[config.mk]
export PLATFORM = sky130hd
export DESIGN_NAME = cache_line_fill_flat
export DESIGN_NICKNAME = d
export VERILOG_FILES = /design/src/rtl/cache_line_fill_pkg.sv /design/src/rtl/cache_line_fill_if.sv /design/src/rtl/cache_line_fill_assembler.sv /design/src/rtl/cache_line_fill.sv /design/src/flat_wrapper.sv
export SDC_FILE = /design/constraint.sdc
export NUM_CORES = 1
export LEC_CHECK = 0
export BUFFER_PORTS_ARGS = -buffer_cell sky130_fd_sc_hd__buf_2
export CELL_PAD_IN_SITES_DETAIL_PLACEMENT = 1
export CELL_PAD_IN_SITES_GLOBAL_PLACEMENT = 2
export CORE_ASPECT_RATIO = 1.75
export CORE_MARGIN = 2
export CORE_UTILIZATION = 31
export CTS_CLUSTER_DIAMETER = 200
export DETAILED_ROUTE_END_ITERATION = 8
export GPL_TIMING_DRIVEN = 0
export PLACE_DENSITY_LB_ADDON = 0.08
export SLEW_MARGIN = 30
export SYNTH_ARGS = -nofsm -noshare
export SYNTH_HDL_FRONTEND = slang
export SYNTH_SLANG_ARGS = --single-unit
[constraint.sdc]
create_clock -name i_clk -period 8.21 [get_ports i_clk]
set_input_delay 1.2315 -clock i_clk [delete_from_list [all_inputs] [get_ports i_clk]]
set_output_delay 1.2315 -clock i_clk [all_outputs]
set_load 0.005 [all_outputs]
[src/rtl/cache_line_fill_pkg.sv]
// cache_line_fill_pkg: shared state enum, bus width and line geometry helpers for the line-fill engine
package cache_fill_pkg;
  localparam int BUS_W = 32;
  typedef enum logic [1:0] {IDLE, FETCH, WRITE} state_e;
  function automatic int words_of(input int dw);
    return dw / BUS_W;
  endfunction
  function automatic int ofs_of(input int dw);
    return $clog2(dw / 8);
  endfunction
endpackage

[src/rtl/cache_line_fill_if.sv]
// cache_line_fill_if: fill request, Wishbone read master and line-RAM write port of the fill engine
interface cache_line_fill_if #(parameter int DATA_WIDTH = 128, parameter int ADDRESS_WIDTH = 7);
  logic                     i_fill_req;
  logic [31:0]              i_fill_addr;
  logic                     o_fill_busy;
  logic                     o_fill_done;
  logic                     o_fill_err;
  logic                     o_crit_valid;
  logic [31:0]              o_crit_data;
  logic [31:0]              o_wb_adr;
  logic                     o_wb_cyc;
  logic                     o_wb_stb;
  logic [3:0]               o_wb_sel;
  logic [31:0]              i_wb_dat;
  logic                     i_wb_ack;
  logic                     i_wb_err;
  logic [ADDRESS_WIDTH-1:0] o_ram_address;
  logic [DATA_WIDTH-1:0]    o_ram_write_data;
  logic                     o_ram_write_enable;
  modport master (
    input  i_fill_req, i_fill_addr, i_wb_dat, i_wb_ack, i_wb_err,
    output o_fill_busy, o_fill_done, o_fill_err, o_crit_valid, o_crit_data,
           o_wb_adr, o_wb_cyc, o_wb_stb, o_wb_sel,
           o_ram_address, o_ram_write_data, o_ram_write_enable
  );
  modport slave (
    output i_fill_req, i_fill_addr, i_wb_dat, i_wb_ack, i_wb_err,
    input  o_fill_busy, o_fill_done, o_fill_err, o_crit_valid, o_crit_data,
           o_wb_adr, o_wb_cyc, o_wb_stb, o_wb_sel,
           o_ram_address, o_ram_write_data, o_ram_write_enable
  );
endinterface

[src/rtl/cache_line_fill_assembler.sv]
// cache_line_assembler: lane-addressed beat register building one cache line, cleared at fill start
module cache_line_assembler import cache_fill_pkg::*; #(
  parameter int DATA_WIDTH = 128,
  parameter int IW = 2
) (
  input  logic                  clk,
  input  logic                  rst,
  input  logic                  clr_i,
  input  logic                  we_i,
  input  logic [IW-1:0]         idx_i,
  input  logic [BUS_W-1:0]      dat_i,
  output logic [DATA_WIDTH-1:0] line_o
);
  logic [DATA_WIDTH-1:0] line_q;
  always_ff @(posedge clk or posedge rst) begin
    if (rst) line_q <= '0;
    else if (clr_i) line_q <= '0;
    else if (we_i) line_q[idx_i*BUS_W +: BUS_W] <= dat_i;
  end
  assign line_o = line_q;
endmodule

[src/rtl/cache_line_fill.sv]
// cache_line_fill: Wishbone burst line-fill engine with early critical-word forward.
// Define CACHE_FILL_CWF_EN to fetch the requested word first and wrap within the line.
module cache_line_fill import cache_fill_pkg::*; #(
  parameter int DATA_WIDTH = 128,
  parameter int ADDRESS_WIDTH = 7
) (
  input logic i_clk,
  input logic i_rst,
  cache_line_fill_if.master bus
);
  localparam int WORDS = words_of(DATA_WIDTH);
  localparam int OFS = ofs_of(DATA_WIDTH);
  localparam int WB = OFS - 2;
  state_e state_q, state_d;
  logic [31-OFS:0] base_q;
  logic [WB-1:0] req_w_q, word_q, beat_q, first_w;
  logic [31:0] crit_q;
  logic crit_v_q, err_q, start, take, fail, last;
  logic [DATA_WIDTH-1:0] line;
  assign start = state_q == IDLE && bus.i_fill_req;
  assign fail = state_q == FETCH && bus.i_wb_err;
  assign take = state_q == FETCH && bus.i_wb_ack && !bus.i_wb_err;
  assign last = beat_q == WB'(WORDS - 1);
`ifdef CACHE_FILL_CWF_EN
  assign first_w = bus.i_fill_addr[OFS-1:2];
`else
  assign first_w = '0;
`endif
  always_ff @(posedge i_clk or posedge i_rst) begin
    if (i_rst) state_q <= IDLE;
    else state_q <= state_d;
  end
  always_comb begin
    state_d = state_q == IDLE  ? (start ? FETCH : IDLE) :
              state_q == FETCH ? (fail ? IDLE : (take && last) ? WRITE : FETCH) : IDLE;
  end
  always_comb begin
    bus.o_fill_busy = state_q != IDLE;
    bus.o_wb_cyc = state_q == FETCH;
    bus.o_wb_stb = state_q == FETCH;
    bus.o_wb_sel = state_q == FETCH ? 4'hF : 4'h0;
    bus.o_wb_adr = state_q == FETCH ? {base_q, word_q, 2'b00} : '0;
    bus.o_fill_done = state_q == WRITE;
    bus.o_ram_write_enable = state_q == WRITE;
  end
  always_ff @(posedge i_clk or posedge i_rst) begin
    if (i_rst) begin
      base_q <= '0;
      req_w_q <= '0;
      word_q <= '0;
      beat_q <= '0;
      crit_q <= '0;
      crit_v_q <= 1'b0;
      err_q <= 1'b0;
    end else begin
      crit_v_q <= take && word_q == req_w_q;
      err_q <= fail;
      if (start) begin
        base_q <= bus.i_fill_addr[31:OFS];
        req_w_q <= bus.i_fill_addr[OFS-1:2];
        word_q <= first_w;
        beat_q <= '0;
      end else if (take) begin
        word_q <= word_q + WB'(1);
        beat_q <= beat_q + WB'(1);
        if (word_q == req_w_q) crit_q <= bus.i_wb_dat;
      end
    end
  end
  cache_line_assembler #(.DATA_WIDTH(DATA_WIDTH), .IW(WB)) u_asm (
    .clk(i_clk),
    .rst(i_rst),
    .clr_i(start),
    .we_i(take),
    .idx_i(word_q),
    .dat_i(bus.i_wb_dat),
    .line_o(line)
  );
  assign bus.o_fill_err = err_q;
  assign bus.o_crit_valid = crit_v_q;
  assign bus.o_crit_data = crit_q;
  assign bus.o_ram_address = base_q[ADDRESS_WIDTH-1:0];
  assign bus.o_ram_write_data = line;
endmodule

[src/flat_wrapper.sv]
// flat-port wrapper written by rule: the top's interface ports become plain ports
module cache_line_fill_flat import cache_fill_pkg::*;
#(
  parameter int DATA_WIDTH = 128,
  parameter int ADDRESS_WIDTH = 7
)
  (i_clk, i_rst, bus_i_fill_req, bus_i_fill_addr, bus_i_wb_dat, bus_i_wb_ack, bus_i_wb_err, bus_o_fill_busy, bus_o_fill_done, bus_o_fill_err, bus_o_crit_valid, bus_o_crit_data, bus_o_wb_adr, bus_o_wb_cyc, bus_o_wb_stb, bus_o_wb_sel, bus_o_ram_address, bus_o_ram_write_data, bus_o_ram_write_enable);
  cache_line_fill_if #(.DATA_WIDTH(DATA_WIDTH), .ADDRESS_WIDTH(ADDRESS_WIDTH)) bus_i ();
  input logic i_clk;
  input logic i_rst;
  input wire logic [$bits(bus_i.i_fill_req)-1:0] bus_i_fill_req;
  input wire logic [$bits(bus_i.i_fill_addr)-1:0] bus_i_fill_addr;
  input wire logic [$bits(bus_i.i_wb_dat)-1:0] bus_i_wb_dat;
  input wire logic [$bits(bus_i.i_wb_ack)-1:0] bus_i_wb_ack;
  input wire logic [$bits(bus_i.i_wb_err)-1:0] bus_i_wb_err;
  output wire logic [$bits(bus_i.o_fill_busy)-1:0] bus_o_fill_busy;
  output wire logic [$bits(bus_i.o_fill_done)-1:0] bus_o_fill_done;
  output wire logic [$bits(bus_i.o_fill_err)-1:0] bus_o_fill_err;
  output wire logic [$bits(bus_i.o_crit_valid)-1:0] bus_o_crit_valid;
  output wire logic [$bits(bus_i.o_crit_data)-1:0] bus_o_crit_data;
  output wire logic [$bits(bus_i.o_wb_adr)-1:0] bus_o_wb_adr;
  output wire logic [$bits(bus_i.o_wb_cyc)-1:0] bus_o_wb_cyc;
  output wire logic [$bits(bus_i.o_wb_stb)-1:0] bus_o_wb_stb;
  output wire logic [$bits(bus_i.o_wb_sel)-1:0] bus_o_wb_sel;
  output wire logic [$bits(bus_i.o_ram_address)-1:0] bus_o_ram_address;
  output wire logic [$bits(bus_i.o_ram_write_data)-1:0] bus_o_ram_write_data;
  output wire logic [$bits(bus_i.o_ram_write_enable)-1:0] bus_o_ram_write_enable;
  assign bus_i.i_fill_req = bus_i_fill_req;
  assign bus_i.i_fill_addr = bus_i_fill_addr;
  assign bus_i.i_wb_dat = bus_i_wb_dat;
  assign bus_i.i_wb_ack = bus_i_wb_ack;
  assign bus_i.i_wb_err = bus_i_wb_err;
  assign bus_o_fill_busy = bus_i.o_fill_busy;
  assign bus_o_fill_done = bus_i.o_fill_done;
  assign bus_o_fill_err = bus_i.o_fill_err;
  assign bus_o_crit_valid = bus_i.o_crit_valid;
  assign bus_o_crit_data = bus_i.o_crit_data;
  assign bus_o_wb_adr = bus_i.o_wb_adr;
  assign bus_o_wb_cyc = bus_i.o_wb_cyc;
  assign bus_o_wb_stb = bus_i.o_wb_stb;
  assign bus_o_wb_sel = bus_i.o_wb_sel;
  assign bus_o_ram_address = bus_i.o_ram_address;
  assign bus_o_ram_write_data = bus_i.o_ram_write_data;
  assign bus_o_ram_write_enable = bus_i.o_ram_write_enable;
  cache_line_fill #(.DATA_WIDTH(DATA_WIDTH), .ADDRESS_WIDTH(ADDRESS_WIDTH)) u_core (.i_clk(i_clk), .i_rst(i_rst), .bus(bus_i));
endmodule
==> results.yml <==
grt:
  grt_max_degree: 69
  grt_pass1_vias: 7057
  grt_use_total_pct: 19.77
  global_route_wire_length_before_repair_mm: 41.28
  grt_overflow: 0
  grt_antenna_before_repair: 1
run:
  max_cap_viols: 0
floorplanning:
  chipHeight_um: 215.4
  core_region_area_um2: 25150
  io_pins: 279
  rows: 77
  dieWidth_um: 124.8
  initial_core_util_pct: 31.48
  floorplan.die_area_um2: 26880
setup_path:
  cp.required_ns: 6.98
  crit_path_end_kind: "primary output"
  critical_path_peak_fanout: 15
  timing.critical_path.from_type: "register"
  cp_top_family: "buffers and inverters"
  arrival_ns: 2.03
  timing.setup.critical_path_class: "reg -> out"
  ff2ff_setup_slack_ns: 5.66
  cell_chain_critical_path: "nor2b_1 -> clkbuf_1 -> and2_1 -> buf_2"
  path_buf_inv: 2
  critical-path-max-stage-delay_ns: 0.50
  crit_path_top_delay_cell: "clkbuf_1"
yosys:
  postSynthCellCount: 657
  synth_flop_cell: "dfrtp_1"
  yosys.cell_types.count: 32
  synth-seq-area-share_pct: 62.60
  synth.avg_cell_area_um2: 12.05
  yosys.area_share.simple_pct: 12.91
  syn_area_um2: 7915
  synth-xor-area-share_pct: 0.2213
  post_synthesis_mux_area_share_pct: 4.553
  synth_compound_gate_area_share_pct: 13.78
  yosys-top-cells-count: "dfrtp_1, nand2_1, a22o_1"
  synth-seq-cells: 198
  number_of_flops_mapped_to_enable_cells_by_yosys: 0
  post-synth-top-area-fraction_pct: 62.60
  synthesized_area_fraction_occupied_by_adder_cells_pct: 0.9485
  netlist.top_cell.by_area: "dfrtp_1"
  yosysMostFrequentCell: "dfrtp_1"
  cell_types_occupying_the_most_area_after_synthesis: "dfrtp_1, a22o_1, nand2_1, a32o_1, mux2_2"
  synth_warnings: 0
  synth_top_family_by_area: "compound AO/OA/AOI/OAI gates"
  share_of_flip_flops_with_an_asynchronous_set_or_reset_pct: 100.0
final_layout:
  final_core_util_pct: 41.18
  post_route_cells_drive_above_1_share_pct: 38.76
  finalNetCount: 1028
  syn2layout_area_growth_pct: 30.81
  layoutNonFillerInstCount: 1282
timing:
  period_needed_ns: 3.263
  setup_violations: 0
  hold_viol_final: 0
  timing.slew.headroom_pct: 46.58
  clock.fmax_mhz: 306.5
  tightest_slew_ns: 0.7947
  grt_setup_unrepaired: "false"
  skew_ns: 0.007586
  final.setup.tns_ns: 0
  period_share_pct: 39.75
  final_max_slew_viol_count: 0
place:
  finalWeightedCongestion: 0.7770
  numPlacedInstances: 1250
  post-dp-hpwl_mm: 19.53
  port_buffers: 274
cts:
  htreeDepth: 4
  post_cts_buffers: 0
  cts_buffers: 17
  clock-sinks: 198
  cts.reportedPaths.clkPinSlew_ns: 0.07
  post_cts.resized_instances: 0
  cts_hold_buffers: 0
  cts.path.max_buffers: 2
  clkLatencyLatePin_ns: 0.45
  clock_tree.root_cell: "clkbuf_16"
  tritoncts: "done"
routing:
  first_iter_violations: 264
  total_vias_in_the_final_route: 6423
  drcViolationCount: 0
  drt_pre_antenna_iters: 4
  viasPerCell: 5.010
  average_wire_length_per_cell_after_detail_routing_um: 20.29
  drt_wl_total_mm: 26.01
  drtAntennaViolNets: 0
power_and_ir_drop:
  p_total_mw: 2.565
  power.static_leakage_nw: 5.519
  powerDensity_nw_per_um2: 247.7
  vdd_drop_max_mv: 0.1368
status:
  run_status: "finished clean"
min_path:
  min_path_type: "reg -> reg"
==> final cells by class <==
cell class / count / area [um2]
inverters: 5 / 26.28
well taps: 316 / 395.4
clock buffers: 20 / 456.7
repair buffers: 276 / 1426
fillers: 2808 / 14790
plain buffers: 69 / 371.6
clock inverters: 11 / 146.4
multi-input cells: 386 / 2574
diodes: 1 / 2.502
flip-flops and latches: 198 / 4955
==> final timing paths <==
kind / from / end / cells after the start
max: u_core.state_q[1] / bus_o_wb_adr[27] / 4
min: u_core.base_q[8] / u_core.base_q[8] / 2
max reg2reg: u_core.word_q[0] / u_core.u_asm.line_o[79] / 6
min reg2reg: u_core.base_q[8] / u_core.base_q[8] / 2
max in group asynchronous: i_rst / u_core.beat_q[1] / 3
min in group asynchronous: i_rst / u_core.bus.o_crit_data[31] / 2
==> state kept, by name (all words and copies together), names as in the netlist <==
signal and flops:
u_core.word_q 2, u_core.bus.o_fill_err 1, u_core.u_asm.line_o 128, u_core.beat_q 2
u_core.bus.o_crit_valid 1, u_core.req_w_q 2, u_core.bus.o_crit_data 32, u_core.state_q 2
u_core.base_q 28
==> stage by stage <==
stage	hold slack (ns)	setup WS [ns]	cell area (um2)
6_report	0.4708	4.947	10350
5_1_grt	0.5052	4.732	10350
4_1_cts	0.4777	4.846	10350
3_5_place_dp	0.4597	5.038	9748
3_3_place_gp	0.4521	-0.5137	9686
2_1_floorplan	0.4374	1.581	7919
==> worst register-to-register path: stages (launching register included) <==
cell      delay, ns
dfrtp_1        0.49
inv_1          0.19
ha_1           0.40
nor3b_1        0.65
clkbuf_1       0.46
nand4_1        0.16
o21ai_0        0.12
==> logic make-up (layout without fill, tap and decap cells) <==
logic type	Yosys count	after routing
simple gates	209	209
flops	198	198
compound gates	135	135
buf+inv	74	381
mux	32	32
fa+ha+maj	6	6
xor+xnor	2	2
other cells	1	3
==> routing by layer <==
| metal | global-route usage (%) | part of all wire, % |
|---|---|---|
| met1 | 22.43 | 39 |
| met2 | 35.34 | 53 |
| met3 | 5.354 | 5.3 |
| met4 | 7.378 | 2.6 |
| met5 | 0 | 0 |
==> placed cells by master (no fill, tap or decap), types with 2 or more instances in the layout <==
| master | count |
|---|---|
| nand2b_1 | 2 |
| clkbuf_16 | 17 |
| a32o_1 | 32 |
| nand2_1 | 124 |
| nor2b_1 | 2 |
| inv_8 | 2 |
| buf_2 | 289 |
| and2_1 | 31 |
| buf_4 | 15 |
| buf_1 | 3 |
| a22o_1 | 66 |
| nor3b_1 | 2 |
| nor4_2 | 2 |
| inv_1 | 4 |
| nor2_1 | 4 |
| dfrtp_1 | 198 |
| clkbuf_1 | 32 |
| clkinv_2 | 4 |
| xnor2_1 | 2 |
| conb_1 | 2 |
| bufinv_16 | 3 |
| a21o_1 | 2 |
| mux2_1 | 5 |
| clkbuf_8 | 2 |
| mux2_2 | 27 |
| ha_1 | 6 |
| nand4b_1 | 2 |
| buf_16 | 2 |
| nand4_1 | 32 |
| o21ai_0 | 34 |
| buf_6 | 5 |
| nand3_1 | 3 |
==> report_power, final <==
| part | switching (mW) | leakage [nW] | internal [mW] |
|---|---|---|---|
| Clock | 0.384 | 0.298 | 0.495 |
| Sequential | 0.0732 | 2.65 | 1.11 |
| Combinational | 0.265 | 2.57 | 0.239 |
No activity file was read; power rests on OpenSTA's default activity.
